$ cat src/rtl/shift_datapath_seq.sv
// Parametrised load/shift/rotate datapath with a start/busy/done handshake.
// An operand is loaded from a or b, then a latched op is applied a latched number of times.
module shift_datapath_seq #(
  parameter int WIDTH = 8,
  parameter int CNT_W = 4,
  localparam int SHW = $clog2(WIDTH)
) (
  input  logic             clk_in,
  input  logic             rst_n,
  input  logic             start,
  input  logic             sel_src,
  input  logic [WIDTH-1:0] a,
  input  logic [WIDTH-1:0] b,
  input  logic [2:0]       mode,
  input  logic [SHW-1:0]   shamt,
  input  logic [CNT_W-1:0] steps,
  input  logic             clr,
  output logic [WIDTH-1:0] out,
  output logic             busy,
  output logic             done
);

  typedef enum logic [1:0] {
    IDLE = 2'd0,
    RUN  = 2'd1,
    DONE = 2'd2
  } state_t;

  state_t           state, state_next;
  logic [WIDTH-1:0] out_q, out_next;
  logic [CNT_W-1:0] count, count_next;
  logic [2:0]       mode_q, mode_next;
  logic [SHW-1:0]   shamt_q, shamt_next;

  // One step of the latched operation; rotates wrap the amount modulo WIDTH
  // so non-power-of-2 widths behave, and k = 0 degenerates to hold.
  function automatic logic [WIDTH-1:0] apply_op(input logic [WIDTH-1:0] v,
                                                input logic [2:0]       m,
                                                input logic [SHW-1:0]   k);
    logic [WIDTH-1:0] r;
    int unsigned      rot;
    rot = 32'(k) % WIDTH;
    case (m)
      3'b001:  r = v >> k;
      3'b010:  r = v << k;
      3'b011:  r = (v >> rot) | (v << (WIDTH - rot));
      3'b100:  r = (v << rot) | (v >> (WIDTH - rot));
      3'b101:  r = WIDTH'($signed(v) >>> k);
      default: r = v;
    endcase
    return r;
  endfunction

  always_ff @(posedge clk_in or negedge rst_n) begin
    if (!rst_n) begin
      state   <= IDLE;
      out_q   <= '0;
      count   <= '0;
      mode_q  <= '0;
      shamt_q <= '0;
    end else begin
      state   <= state_next;
      out_q   <= out_next;
      count   <= count_next;
      mode_q  <= mode_next;
      shamt_q <= shamt_next;
    end
  end

  // clr outranks everything, so a start in the same cycle is simply lost.
  always_comb begin
    state_next = state;
    out_next   = out_q;
    count_next = count;
    mode_next  = mode_q;
    shamt_next = shamt_q;
    if (clr) begin
      state_next = IDLE;
      out_next   = '0;
      count_next = '0;
    end else begin
      case (state)
        IDLE, DONE: begin
          if (start) begin
            out_next   = sel_src ? b : a;
            mode_next  = mode;
            shamt_next = shamt;
            count_next = steps;
            state_next = (steps != '0) ? RUN : DONE;
          end else begin
            state_next = IDLE;
          end
        end
        RUN: begin
          out_next   = apply_op(out_q, mode_q, shamt_q);
          count_next = count - CNT_W'(1);
          if (count == CNT_W'(1)) state_next = DONE;
        end
        default: state_next = IDLE;
      endcase
    end
  end

  assign out  = out_q;
  assign busy = (state == RUN);
  assign done = (state == DONE);

endmodule

$ cat config.mk
export PLATFORM = sky130hd
export DESIGN_NAME = shift_datapath_seq
export DESIGN_NICKNAME = d
export VERILOG_FILES = /design/src/rtl/shift_datapath_seq.sv
export SDC_FILE = /design/constraint.sdc
export NUM_CORES = 1
export LEC_CHECK = 0
export ABC_CLOCK_PERIOD_IN_PS = 6600
export BUFFER_PORTS_ARGS = -buffer_cell sky130_fd_sc_hd__buf_2
export CORE_UTILIZATION = 60
export CTS_CLUSTER_DIAMETER = 60
export DETAILED_ROUTE_END_ITERATION = 8
export PLACE_DENSITY = 0.93
export RECOVER_POWER = 50
export REMOVE_ABC_BUFFERS = 1
export SLEW_MARGIN = 25
export SYNTH_ARGS = -nofsm -noshare
export SYNTH_HDL_FRONTEND = slang
export SYNTH_SLANG_ARGS = --single-unit
$ cat constraint.sdc
create_clock -name clk_in -period 6.6 [get_ports clk_in]
set_input_delay 0.99 -clock clk_in [delete_from_list [all_inputs] [get_ports clk_in]]
set_output_delay 0.99 -clock clk_in [all_outputs]
set_load 0.03 [all_outputs]
==> results, run 1 <==
- Based on the critical path, the design can be clocked at up to 310 MHz.
- Excluding fillers, the count of instances in the completed layout stands at 369.
- The total of warnings raised by yosys is 0.
- Synthesis produced 304 cells.
- The capture point of the worst reg-to-reg path is out[5].
- 0 antenna diodes ended up in the layout.
- Of the total power, registers draw 0.259.
- The tightest min-delay check is of the reg2reg type.
- The post-layout instance area is 2660 um^2.
- The clock period minus final worst setup slack is 3.23 ns.
- The post-detailed-route via-to-cell ratio is 7.04.
- The sink count of the clock tree is 20.
- Clock-pin slew was measured on the worst setup and hold paths at 0.09 ns.
- For this run, global-route usage on met2 was measured as 0.565.
- The synthesized design contains 20 register bits.
- The share of cell area taken by muxes after synthesis is 0.220.
- The synthesis-to-finish area growth is 7.05%.
- For flop-to-flop paths, the worst setup slack is 3.37 ns.
- The tree is rooted in a clkbuf_8.
- Internal power comes to 0.000434 W.
- The final route contains 2,597 vias.
- The fraction of the mapped netlist area in compound gates came to 0.241.
- The run finished with clean final reports.
- The kind of capture point of the worst setup path is a flop.
- Measured along the x axis, the die boundary spans 66.3 um.
- The count of unresolved DRC violations after routing is 0.
- The number of buffers inserted for hold repair after clock tree synthesis is 0.
- The number of gates given a new drive strength after cts is 0.
- The end point of the most critical hold path is count[0].
- In the final layout, the share of cells above drive strength 1 is 0.194.
- In the final design database the tool counted 356 nets.
- The synthesized-area fraction occupied by adder cells is 0.0252.
- Setup repair after global routing left no endpoint under its margin.
- The die area is 4400 um^2.
- The total wirelength of the detailed-routed design is 7.39 mm.
- The H-tree level count is 1.
- The fraction of the cycle the final worst path needs is 0.489.
- The iteration count of the initial detailed-routing pass is 5.
- Of all nets on the critical path, the largest fanout is 25.
- The first global-routing pass estimated 11.9 mm of wire.
- After floorplanning, the core was divided into 23 placement rows.
- Summed over all instances, the cell type with the most area after synthesis is dfrtp_1.
- In this run the mean area of a mapped cell was 8.17 um^2.
- On the final layout, the worst clock skew is 0.0116 ns.
- The share of synthesized registers carrying an async set or reset is 1.00.
- The switching portion of total power is 0.499.
- By area, the combinational part of the netlist is dominated by compound AO/OA/AOI/OAI gates.
- The via count of the first global-routing pass was 2,384.
- The number of antenna violations at the first check in global routing is 0.
- The top cell types in the final layout, fill and taps aside, are buf_2 (38), mux2i_1 (34), nor2_1 (26).
- The starting density of the core is 0.621.
- Data on the critical path is required at its endpoint by 6.74 ns.
- The worst register-to-register path begins at shamt_q[1].
- The total global routing overflow is 0.
- Yosys mapped a number of flops with a built-in enable equal to 0.
- The share of the Yosys chip area taken by registers is 0.202.
- The most common library cell in the layout ignoring fill and taps is buf_2.
- After detailed routing, the average wire length per cell comes to 20.0 um.
- The buffer depth of the longest clock path is 2.
- The analysis attributes to cell leakage a power of 1.11 nW.
- The total standard cell area after synthesis is 2480 um^2.
- The final cell utilization of the core is 0.665.
- The final hold violation count came to 0.
- In the global route stage, overall resource usage came out at 0.361.
- The hold-critical path depth is 1.
- Across the run, the number of max-cap violations was 0.
- The startpoint of the tightest hold check path is count[0].
- The switching power is 0.000432 W.
- In the final timing run, aggregate negative setup slack is 0 ns.
- Entering global routing, the biggest net connects 36 pins.
- Of the total synthesized cell area, the portion taken by XOR and XNOR cells is 0.0202.
- Measured against its own limit, the worst slew margin works out to 0.235.
- The number of port buffers is 40.
- From bottom edge to top edge, the die measures 66.3 um.
- In this run the cell area measured after placement is 2590 um^2.
- TritonCTS built the clock tree.
- The number of cells on the worst reg-to-reg path is 8.
- The prevailing post-synth register cell is dfrtp_1.
- The met1 track demand over resource is 0.478.
- The remaining number of nets flagged by the antenna check after routing is 0.
- The count of endpoints failing setup in the final report is 0.
- The share of total power dissipated in combinational logic is 0.595.
- The detailed router finished its first iteration with 332 violations.
- Ranked by total cell area, the synthesized netlist is headed by dfrtp_1 (20%), mux2i_1 (14%), mux4_2 (6.3%).
- The congestion estimate from routability-driven global placement came to 0.928.
- The number of clock buffers added by TritonCTS is 3.
- The power per standard cell area is 326 nW/um^2.
- Once detailed placement completed, the half-perimeter wirelength came to 5.19 mm.
- Pin placement for this block handled 41 I/O pins.
- The met3 usage in global routing is 0.0828.
- The worst setup path is launched from a flop.
- The insertion delay of the later-clocked pin in the worst-skew pair is 0.28 ns.
- In this run the most used layer during global routing was met2.
- For the pin with the worst max-slew slack, the measured transition is 1.15 ns.
- The synthesized-area fraction occupied by and/or/nand/nor cells is 0.208.
- The area inside the core boundary is 4000 um^2.
- The max-slew violation total from the final report came to 0.
- The number of different library cells in the post-synthesis netlist is 65.
- Of the total power, the clock network draws 0.147.
- The worst supply voltage drop on vdd is 0.000176 V.
- The number of placed instances, taps included, is 365.
- The kind of critical path is reg2reg.
- The post-CTS setup repair buffer count is 0.
- The proportion of netlist area held by the largest area contributor is 0.202.
- The arrival time at the worst endpoint is 3.37 ns.
==> worst max-delay path, stage by stage, from the launching register on <==
cell and delay (ns):
dfrtp_1 1.02, inv_1 0.18, ha_1 0.77, mux2i_1 0.20, o22ai_1 0.24, nand3_1 0.12
o2111ai_1 0.12, a31oi_1 0.06, o41ai_1 0.38
==> metrics by stage <==
stage / worst slack [ns] / total power, W / hold slack (ns)
global route: 3.16 / 0.000917 / 0.584
finish: 3.37 / 0.000867 / 0.559
global placement: 3.55 / 0.000719 / 0.514
CTS: 3.46 / 0.000851 / 0.552
detailed placement: 3.49 / 0.000722 / 0.540
floorplan: 3.54 / 0.000576 / 0.472
==> cells by family (layout without fill, tap and decap cells) <==
logic type | Yosys count | after routing
flops | 20 | 20
xor+xnor | 4 | 4
fa+ha+maj | 5 | 5
mux | 44 | 44
simple gates | 102 | 102
compound gates | 88 | 88
buf+inv | 41 | 56
==> Yosys cell counts, drive strengths merged (3+ instances only) <==
library cell / number
mux2i: 34
nor2: 27
nand2: 23
dfrtp: 20
o21ai: 19
buf: 18
a21oi: 14
nor3: 14
clkbuf: 13
o211ai: 10
inv: 9
mux4: 8
nand2b: 8
nand3: 7
a211oi: 5
a31oi: 5
ha: 5
o22ai: 5
nand3b: 4
or2: 4
a221oi: 3
a32oi: 3
a41oi: 3
and2: 3
nor2b: 3
==> per-layer routing <==
metal  wire, um  share of wire  up-vias
li1           -              -     1163
met1       3050           0.41     1248
met2       3510           0.47      163
met3        630          0.085       23
met4        199          0.027        0
met5          0              0        -
==> registers in the layout, summed over array words and instances, names as in the netlist <==
name	cells
state	2
shamt_q	3
out	8
count	4
mode_q	3
==> power groups by stage <==
stage,sequential [W],combinational (W),clock [W]
global route,0.000227,0.000557,0.000133
detailed placement,0.000222,0.000500,0
floorplan,0.000238,0.000338,0
CTS,0.000220,0.000503,0.000128
global placement,0.000220,0.000500,0
finish,0.000224,0.000516,0.000127
==> area by class of cell <==
class	count	area (um^2)
Timing Repair Buffer	42	213
Clock inverter	1	30.0
Inverter	10	37.5
Multi-Input combinational cell	243	1770
Clock buffer	3	41.3
Fill cell	337	1340
Sequential cell	20	500
Tap cell	50	62.6
==> how the worst max path moves through the flow <==
stage                          start  slack [ns]     end
after floorplan           shamt_q[0]        3.54  out[2]
after global placement    shamt_q[1]        3.55  out[1]
after detailed placement  shamt_q[1]        3.49  out[1]
after CTS                 shamt_q[1]        3.46  out[5]
after global routing      shamt_q[1]        3.16  out[3]
final                     shamt_q[1]        3.37  out[5]
No activity file was read; power rests on OpenSTA's default activity.
==> run 2: changes to the inputs <==
ABC_CLOCK_PERIOD_IN_PS = 3160   (was 6600)
CORE_UTILIZATION = 58   (was 60)
PLACE_DENSITY = 0.91   (was 0.93)
clock period = 3.16 ns   (was 6.6 ns; I/O delays follow)
==> run 2 against run 1 <==
Clock-buffer cell count rose by 1. First-iteration DRC count fell by 11%. Sequential power rose by 100%. Core utilization fell by 1.2 points. Non-clock buffer count rose by 1. Final cell count rose by 0.27%. Cell area fell by 0.33%. Highest routed layer unchanged. Wire length rose by 1.1%. Die area rose by 3.3%. Largest power group unchanged. Total power rose by 100%. Worst setup slack got worse by 2.7 ns. Global-route usage fell by 0.85 points.
==> results, run 2 (synthesis results as in run 1) <==
- Across every metal layer, demand over resource in global routing totals 0.353.
- The total wirelength of the detailed-routed design is 7.47 mm.
- At the later pin of the worst-skew pair, clock insertion delay measures 0.27 ns.
- At the worst endpoint, the arrival time is 2.65 ns.
- Detailed placement ended at an HPWL of 5.29 mm.
- Excluding fillers, the count of instances in the completed layout stands at 370.
- The transition time at the pin with the least slew margin is 1.17 ns.
- In this run the power density over the cells is 662 nW/um^2.
- The iteration count of the initial detailed-routing pass is 5.
- The first global-routing pass estimated 11.9 mm of wire.
- In the finished design, the share of the clock period the worst path needs comes to 0.788.
- CTS placed an instance of clkbuf_8 at the clock tree root.
- The relative slew slack is 0.218.
- Dividing the detail-routed wire length by the instance count gives 20.2 um.
- The die is 67.4 um tall.
- The row count is 23.
- Input and output buffers added on the ports amount to 40.
- In the final timing run, aggregate negative setup slack is 0 ns.
- The die covers 4550 um^2.
- Relative to the synthesized area, the layout overhead comes to 6.70%.
- The TritonCTS buffer count is 3.
- The clock network power share is 0.118.
- Of the total power, the share spent switching nets is 0.515.
- Of the total power, registers draw 0.261.
- CTS built an H-tree with a depth of 1.
- Gates resized during post-CTS repair numbered 0.
- The element type at the critical path start is a flop.
- The area inside the core boundary is 4060 um^2.
- The detail route stage leaves a number of antenna-violating nets equal to 0.
- Leaving out fill and tap cells, the most frequent cells in the layout are buf_2 (38), mux2i_1 (34), nor2_1 (26).
- The total global routing overflow is 0.
- In this run, the number of DRC markers left after iteration 0 of detailed routing was 296.
- The kind of critical path is reg2reg.
- The final hold violation count is 0.
- The post-detailed-route via-to-cell ratio is 7.06.
- Summed over all cells, the static leakage comes to 1.11 nW.
- The worst setup path is captured at a flop.
- The total power after layout is 0.00175 W.
- The count of unresolved DRC violations after routing is 0.
- The max-slew violation total from the final report is 0.
- Of all nets on the critical path, the largest fanout is 14.
- The worst supply voltage drop on vdd is 0.000415 V.
- Entering global routing, the biggest net connects 35 pins.
- The register with the most flip-flops in the layout has 8 of them.
- The repair_antennas step left the layout with diodes totalling 0.
- The tool flagged a number of max-cap violations equal to 0.
- The routed design could run at a clock period as short as 2.49 ns.
- The number of nets in the layout is 357.
- The share of total power dissipated in combinational logic is 0.621.
- Setup violations remaining at the end of the flow were counted as 0.
- The clock transition at the registers of the reported paths is 0.08 ns.
- The congestion estimate from routability-driven global placement came to 1.07.
- The library cell used most frequently in the layout, excluding fill and tap cells, is buf_2.
- The run finished with clean final reports.
- Based on the critical path, the design can be clocked at up to 402 MHz.
- With fillers left out, the area of the finished cells amounts to 2650 um^2.
- The die is 67.4 um wide.
- The number of antenna violations at the first check in global routing is 0.
- The worst clock skew is 0.00519 ns.
- The clock tree from TritonCTS is yes.
- The starting density of the core is 0.612.
- The internal power contribution is 0.000851 W.
- Buffers inserted to repair hold after CTS numbered 0.
- The layer flagged by global routing as most heavily used is met2.
- For this run, global-route usage on met3 was measured as 0.0625.
- In this run the cell area measured after placement is 2600 um^2.
- During I/O placement, the number of pins put on the boundary was 41.
- Once placement completed, the tool counted placed cells totaling 366.
- The global routing usage on met2 is 0.538.
- Clock tree synthesis found a total of 20 sinks.
- The via count of the first global-routing pass is 2,399.
- The detailed router placed 2,613 vias in this run.
- Summed over all nets, the switching power comes to 0.000903 W.
- Once the clock tree was built, the setup fixing pass inserted 0 buffers.
- Setup repair after global routing left no endpoint under its margin.
- The buffer depth of the longest clock path is 2.
- For this run, global-route usage on met1 was measured as 0.484.
- The type of the worst min-delay path is in2reg.
- Data on the critical path is required at its endpoint by 3.32 ns.
- In the final layout, the share of cells above drive strength 1 is 0.197.
-- run 2: power by group through the flow --
stage | logic [W] | clock network, W | registers, W
floorplan | 0.000706 | 0 | 0.000498
global placement | 0.00104 | 0 | 0.000448
global route | 0.00117 | 0.000215 | 0.000463
CTS | 0.00106 | 0.000204 | 0.000447
finish | 0.00109 | 0.000207 | 0.000458
detailed placement | 0.00105 | 0 | 0.000453
-- run 2: final cells by class --
cell class	instances	area [um^2]
Multi-Input combinational cell	243	1770
Fill cell	332	1410
Sequential cell	20	500
Timing Repair Buffer	43	220
Tap cell	50	62.6
Clock buffer	4	55.1
Inverter	10	37.5
-- run 2: path summary, 6_finish.rpt --
| kind | endpoint | from | cells after the start | slack (ns) |
|---|---|---|---|---|
| min | shamt_q[1] | shamt[1] | 3 | 0.40 |
| min reg2reg | count[0] | count[0] | 1 | 0.55 |
| max reg2reg | out[2] | shamt_q[0] | 8 | 0.67 |
| min in group asynchronous | count[0] | rst_n | 1 | 0.41 |
| max in group asynchronous | count[3] | rst_n | 1 | 2.05 |
| max | out[2] | shamt_q[0] | 8 | 0.67 |
-- run 2: stage by stage --
step	setup WS, ns	utilization	hold WS, ns
5_1_grt	0.597	0.653	0.425
3_3_place_gp	0.806	0.640	0.451
4_1_cts	0.746	0.654	0.166
2_1_floorplan	0.0970	-	0.178
6_report	0.670	0.653	0.401
3_5_place_dp	0.798	0.640	0.456
-- run 2: layer usage --
metal / share of wire / wire length (um)
met1: 0.40 / 3000
met2: 0.45 / 3360
met3: 0.10 / 746
met4: 0.048 / 357
met5: 0 / 0
-- run 2: critical path, stage by stage (launching register included) --
cell and delay [ns]:
dfrtp_1 0.39, inv_2 0.24, ha_1 0.44, xor2_2 0.45
nor3_1 0.09, a21oi_1 0.16, o2bb2ai_1 0.14, o31a_1 0.30
o22a_1 0.16
